## src/rtl/cpu_run_ctrl.sv

```systemverilog
// Host-driven RUN/STEP/STOP/CLEAR sequencer gating the core enable, with ecall halt,
// optional RUN watchdog and a saturating retired counter; all outputs registered, commands always accepted.
module cpu_run_ctrl #(
   parameter int CNT_W      = 32,
   parameter int STEP_W     = 16,
   parameter int MAX_CYCLES = 0
) (
   input  logic              clk,
   input  logic              rst_n,
   input  logic              cmd_valid,
   output logic              cmd_ready,
   input  logic [1:0]        cmd_op,
   input  logic [STEP_W-1:0] cmd_arg,
   input  logic              ecall,
   output logic              core_run,
   output logic              busy,
   output logic              halted,
   output logic              timeout,
   output logic              done,
   output logic              cmd_err,
   output logic [CNT_W-1:0]  retired
);
   typedef enum logic [1:0] {S_IDLE, S_RUN, S_STEP, S_HALT} state_t;

   localparam logic [1:0]  OP_RUN   = 2'd0;
   localparam logic [1:0]  OP_STEP  = 2'd1;
   localparam logic [1:0]  OP_STOP  = 2'd2;
   localparam logic [1:0]  OP_CLEAR = 2'd3;
   localparam logic [31:0] WD_LAST  = 32'(MAX_CYCLES - 1);
   localparam bit          WD_EN    = (MAX_CYCLES != 0);

   state_t            state_q, state_d;
   logic [STEP_W-1:0] step_cnt_q, step_cnt_d;
   logic [31:0]       wd_q, wd_d;
   logic [CNT_W-1:0]  retired_q, retired_d;
   logic              cmd_ready_q;
   logic              core_run_q, core_run_d;
   logic              busy_q, busy_d;
   logic              halted_q, halted_d;
   logic              timeout_q, timeout_d;
   logic              done_q, done_d;
   logic              cmd_err_q, cmd_err_d;
   logic              acc, is_run, is_step, is_stop, is_clear, ecall_hit, wd_hit;

   always_comb begin
      acc       = cmd_valid & cmd_ready_q;
      is_run    = acc & (cmd_op == OP_RUN);
      is_step   = acc & (cmd_op == OP_STEP);
      is_stop   = acc & (cmd_op == OP_STOP);
      is_clear  = acc & (cmd_op == OP_CLEAR);
      ecall_hit = ecall & core_run_q;
      // wd_q counts completed RUN cycles, so hitting WD_LAST marks the MAX_CYCLES-th one
      wd_hit    = WD_EN && (state_q == S_RUN) && (wd_q == WD_LAST);

      state_d    = state_q;
      step_cnt_d = step_cnt_q;
      wd_d       = wd_q;
      retired_d  = retired_q;
      timeout_d  = timeout_q;
      done_d     = 1'b0;
      cmd_err_d  = 1'b0;

      if (core_run_q && (retired_q != '1))
         retired_d = retired_q + CNT_W'(1);

      case (state_q)
         S_IDLE: begin
            if (is_run) begin
               state_d = S_RUN;
               wd_d    = '0;
            end else if (is_step) begin
               if (cmd_arg != '0) begin
                  state_d    = S_STEP;
                  step_cnt_d = cmd_arg;
               end else begin
                  done_d = 1'b1;
               end
            end else if (is_clear) begin
               retired_d = '0;
            end
         end
         S_RUN: begin
            cmd_err_d = acc & ~is_stop;
            wd_d      = wd_q + 32'd1;
            if (ecall_hit) begin
               state_d = S_HALT;
               done_d  = 1'b1;
            end else if (wd_hit) begin
               state_d   = S_HALT;
               timeout_d = 1'b1;
               done_d    = 1'b1;
            end else if (is_stop) begin
               state_d = S_IDLE;
               done_d  = 1'b1;
            end
         end
         S_STEP: begin
            cmd_err_d  = acc & ~is_stop;
            step_cnt_d = step_cnt_q - STEP_W'(1);
            if (ecall_hit) begin
               state_d = S_HALT;
               done_d  = 1'b1;
            end else if (is_stop || (step_cnt_q == STEP_W'(1))) begin
               state_d = S_IDLE;
               done_d  = 1'b1;
            end
         end
         S_HALT: begin
            cmd_err_d = is_run | is_step;
            if (is_clear) begin
               state_d   = S_IDLE;
               timeout_d = 1'b0;
               retired_d = '0;
            end
         end
         default: state_d = S_IDLE;
      endcase

      core_run_d = (state_d == S_RUN) || (state_d == S_STEP);
      busy_d     = core_run_d;
      halted_d   = (state_d == S_HALT);
   end

   always_ff @(posedge clk) begin
      if (!rst_n) begin
         state_q     <= S_IDLE;
         step_cnt_q  <= '0;
         wd_q        <= '0;
         retired_q   <= '0;
         cmd_ready_q <= 1'b0;
         core_run_q  <= 1'b0;
         busy_q      <= 1'b0;
         halted_q    <= 1'b0;
         timeout_q   <= 1'b0;
         done_q      <= 1'b0;
         cmd_err_q   <= 1'b0;
      end else begin
         state_q     <= state_d;
         step_cnt_q  <= step_cnt_d;
         wd_q        <= wd_d;
         retired_q   <= retired_d;
         cmd_ready_q <= 1'b1;
         core_run_q  <= core_run_d;
         busy_q      <= busy_d;
         halted_q    <= halted_d;
         timeout_q   <= timeout_d;
         done_q      <= done_d;
         cmd_err_q   <= cmd_err_d;
      end
   end

   assign cmd_ready = cmd_ready_q;
   assign core_run  = core_run_q;
   assign busy      = busy_q;
   assign halted    = halted_q;
   assign timeout   = timeout_q;
   assign done      = done_q;
   assign cmd_err   = cmd_err_q;
   assign retired   = retired_q;
endmodule

```

## config.mk

```make
export PLATFORM = sky130hd
export DESIGN_NAME = cpu_run_ctrl
export DESIGN_NICKNAME = d
export VERILOG_FILES = /design/src/rtl/cpu_run_ctrl.sv
export SDC_FILE = /design/constraint.sdc
export NUM_CORES = 1
export LEC_CHECK = 0
export ABC_AREA = 1
export CELL_PAD_IN_SITES_DETAIL_PLACEMENT = 2
export CELL_PAD_IN_SITES_GLOBAL_PLACEMENT = 2
export CORE_MARGIN = 1.5
export CORE_UTILIZATION = 28
export CTS_CLUSTER_SIZE = 40
export DETAILED_ROUTE_END_ITERATION = 7
export PLACE_DENSITY_LB_ADDON = 0.1
export SYNTH_ARGS = -nofsm -noshare
export SYNTH_HDL_FRONTEND = slang
export SYNTH_SLANG_ARGS = --single-unit
```

## constraint.sdc

```tcl
create_clock -name clk -period 2.25 [get_ports clk]
set_input_delay 0.675 -clock clk [delete_from_list [all_inputs] [get_ports clk]]
set_output_delay 0.675 -clock clk [all_outputs]
set_load 0.05 [all_outputs]
```

======== After elaboration in Yosys (flattened, before gate mapping) ========
Cells that the tools add are included.
storage, ports and cells
  register bits after elaboration ......... 55
  latch bits .............................. 0
  RAM bits ................................ 0
  ROM bits ................................ 0
  input bits .............................. 22
  output and inout bits ................... 39
  word-level logic and storage cells ...... 70
  memories kept ........................... 0
cells by class
  add/sub/neg operators ................... 2
  $mul .................................... 0
  div/mod/pow operators ................... 0
  $lt $le $gt $ge ......................... 0
  equality and inequality tests ........... 14
  shift operators ......................... 0
  multiplexer cells ....................... 28
  bitwise logic cells ..................... 9
  reduce and logical (&&, ||, !) cells .... 9
operators with widths
  kind                     count
  $mux W32                 4
  $pmux W32 S2             1
  $mux W16                 3
  $add A32 B1 Y32 const B  1
  $ne A32 B32 Y1 const B   1
  $pmux W16 S2             1
  $eq A16 B1 Y1 const B    1
  $mux W2                  8
  $reduce_bool A16 Y1      1
  $sub A16 B1 Y16 const B  1
  $eq A2 B2 Y1 const B     6
  $mux W1                  8
  $pmux W2 S4              1
  $and A1 B1 Y1            7
  $eq A2 B1 Y1 const B     3
  $ne A2 B2 Y1 const B     3
  $logic_not A2 Y1         2
  $reduce_and A4 Y1        1
  $pmux W1 S3              1
  $logic_or A1 B1 Y1       2
  $pmux W1 S2              1
  $reduce_bool A2 Y1       1
  $reduce_or A2 Y1         1
  $logic_and A1 B1 Y1      1
  other kinds (2)          2

======== Logic depth before layout (Yosys ltp) ========
  word-level depth ........................ 8
  mapped depth ............................ 12
  depth with buffers taken out ............ 12

======== Least setup slack after synthesis ========
Ideal clock, no wire load.
  path kind ............................... reg2reg
  start point ............................. register retired_q[1], in the netlist retired[1]
  end point ............................... register retired_q[26], in the netlist retired[26]
  library setup time ...................... 0.117 ns
  arrival time ............................ 1.915 ns
  data required time ...................... 2.133 ns
  setup slack ............................. 0.218 ns
  cell stages (with the launch flop) ...... 12
  buffers on the path ..................... 1
  cell sequence ........................... dfxtp_1 > ha_1 > inv_1 > nor2_2 > nand2_4 > nor2_8 > nand2_4 > nand2_4 > inv_4 > buf_6 > a21oi_1 > nor2_1
on the way
  cells in the longest elaborated chain, start to end .. 7
  elaborated cells between the ends (all ways) .. 8
RTL lines
  element                                                                  line     RTL
  from (decl)                                                              35       logic [CNT_W-1:0] retired_q, retired_d;
  from (signal assigned)                                                   141      retired_q <= retired_d;
  parallel branches: the longest is 2 deep, another holds $add A32 B1 Y32  n/a
  $mux W32 *                                                               63       if (core_run_q && (retired_q != '1))
  $mux W32                                                                 78, 110
  $mux W32                                                                 71       end else if (is_step) begin
  $mux W32                                                                 68       if (is_run) begin
  $pmux W32 S2 *                                                           66       case (state_q)
Mark *: on every way between the ends.
A chain may end at the register's enable or synchronous reset.

======== Final worst setup path ========
  start point ............................. register retired_q[31], in the netlist retired[31]
  end point ............................... output retired[31]
RTL lines
  element    line  RTL
  to (decl)  21    output logic [CNT_W-1:0] retired
No word-level cell between the ends.

==> metrics.cfg <==
[critical_path]
arrival_ps = 1530
critPathMaxStageDelay_ps = 830
crit_family = buffers and inverters
reg2reg_depth = 12
worstPathMaxFanout = 3
cp_slowest_cell = clkdlybuf4s50_1
cp_cell_sequence = clkdlybuf4s50_1
start_kind = flip-flop
crit_cells = 1
worstSetupEndpointType = output port
cp.required_ps = 1570
crit_type = flip-flop to output port
crit_buf_inv = 1

[die]
die-width_um = 118
start_util = 0.289
ios = 61
rows = 41
die-area_mm2 = 0.0138
coreArea_mm2 = 0.0127
dieHeight_um = 118

[sta]
min_period_over_period = 0.980
final-setup-viol-count = 0
fin_worst_skew_ps = 12.3
fin_hold_ws_ps = 483
fin_crit_ps = 2210
rsz0062_at_grt = no
drv_slew = 0
tightest_slew_ps = 529
layout_setup_ws_ps = 44.3
fmax_mhz = 453
hold_viol = 0
slew_headroom = 0.645

[detailed_routing]
dr.pass1.iters = 4
ant_nets = 0
vias = 4296
drcViolationCount = 0
wl_mm = 14.6
wl_per_cell_um = 16.6
drt_iter0_markers = 127
viasPerCell = 4.89

[finish]
finalNetCount = 737
areaGrowthSynthToFinish_pct = 30.8
antenna_cells = 0
drive_above_1_share = 0.147
fin_util = 0.378

[min_path]
hp-class = flip-flop to flip-flop
whs_path_depth = 2

[cts]
cts_hold_buffers = 0
clk_latency_ps = 310
cts_tree = built
path_clk_slew_ps = 80
htreeDepth = 2
root_buffer = clkbuf_16
cts_buffers = 5
clk_path_buf_depth = 2
cts.sinks = 55

[synth]
synth_enable_flop_cells = 0
synth_top_area_frac = 0.300
synth-seq-cells = 55
syn_inst = 618
synth_warnings = 0
netlist_top_cells_area = dfxtp_1 (30%), nand2_1 (18%), nor2_1 (12%), nand3_1 (7.8%), inv_1 (7.4%)
post-synth-top-count-cell = nand2_1
synth_area_per_cell_um2 = 5.94
netlist_top_cells_count = nand2_1 (172), nor2_1 (118), inv_1 (72)
synth_nets = 648
synth_cell_types = 33
synth_ff_type = dfxtp_1
yosysSeqAreaShare = 0.300
syn_area_mm2 = 0.00367
synth_top_area_cell = dfxtp_1
synthArstFlopShare = 0

[grt]
grt_remaining_overflow = 0
first_global_vias = 4768
grt_max_degree = 24
antenna_found_initial = 0
grt.total_usage = 0.220
grt_first_pass_wirelength_mm = 24.4

[status]
status = finished clean

[pwr]
p_leak_nw = 2.12
max-vdd-ir-drop_v = 0.000291
power_density_mw_per_mm2 = 624

[placement]
portBuffers = 59
dpl.hpwl_mm = 11.6
finalWeightedCongestion = 0.837
place_ws_ps = -267

[run]
maxCapViolCount = 0

## cell usage in the layout, fill, tap and decap left out, types with 2 or more instances in the layout
cell type	synthesis	routed
a21oi_1	24	24
xor2_1	4	4
o21ai_1	5	5
ha_1	8	8
o21ai_2	2	2
nand4_1	13	13
buf_4	3	66
dfxtp_1	55	55
nor2_1	118	115
xnor2_1	4	4
nand2_2	3	7
o21ai_0	26	26
or2_2	3	3
nand2_1	172	168
clkdlybuf4s50_1	0	27
nand3_1	57	57
nand2_4	3	3
buf_12	0	3
inv_1	72	72
o21bai_1	4	4
nor3_1	15	15
clkbuf_16	0	5
nor2_2	5	8
## cell type report
| type | instances | area (µm²) |
|---|---|---|
| fillers | 1624 | 7920 |
| clock buffers | 6 | 139 |
| well taps | 172 | 215 |
| flip-flops and latches | 55 | 1100 |
| repair buffers | 97 | 838 |
| multi-input cells | 473 | 2220 |
| inverters | 75 | 284 |
| clock inverters | 1 | 5.00 |
## power by group
group | switching (mW) | leakage (nW) | internal [mW]
registers | 0.0784 | 0.446 | 1.04
logic | 0.664 | 1.61 | 0.372
clock network | 0.408 | 0.0727 | 0.438
## per-stage QoR
stage / TNS, ps / instance area, µm² / total power [mW] / std cells
global placement: -755 / 4640 / 2.12 / 872
floorplan: 0 / 3670 / 1.77 / 618
global route: 0 / 4800 / 3.18 / 879
detailed placement: -2900 / 4640 / 2.18 / 872
CTS: 0 / 4780 / 3.03 / 879
finish: 0 / 4800 / 3.00 / 879
## path summary, 6_finish.rpt
check	to	slack, ps	startpoint
worst max-delay path	retired[31]	40	retired[31]
worst min-delay path	step_cnt_q[15]	480	step_cnt_q[15]
worst min register to register	step_cnt_q[15]	480	step_cnt_q[15]
worst max register to register	retired[12]	270	retired[1]
## flip-flops by register name, summed over array words and instances (netlist names)
signal / flops
retired: 32
step_cnt_q: 16
state_q: 2
busy: 1
cmd_err: 1
cmd_ready: 1
done: 1
halted: 1
## routing by layer
layer  up-vias  global-route usage  share of wire
met5         -                   0              0
met4         0              0.0686          0.020
met3        14              0.0271          0.022
met2        49               0.430           0.54
met1      2100               0.247           0.42
li1       2133                   -              -
## logic make-up (layout without fill, tap and decap cells)
| kind of cell | count (synthesis) | in the layout | share of synthesized area |
|---|---|---|---|
| AO/OA/AOI/OAI | 63 | 63 | 0.0920 |
| XOR/XNOR | 8 | 8 | 0.0191 |
| adder cells (fa/ha/maj) | 8 | 8 | 0.0273 |
| buffers and inverters | 90 | 179 | 0.100 |
| flip-flops | 55 | 55 | 0.300 |
| multiplexers | 1 | 1 | 0.00273 |
| other | 1 | 1 | 0.00102 |
| AND/OR/NAND/NOR | 392 | 392 | 0.458 |
## timing repair
action,CTS,global route
gates resized for setup,0,8
endpoints found under the setup margin,0,2
buffers inserted,0,0
Note: power is estimated with default switching activity, not from simulation.
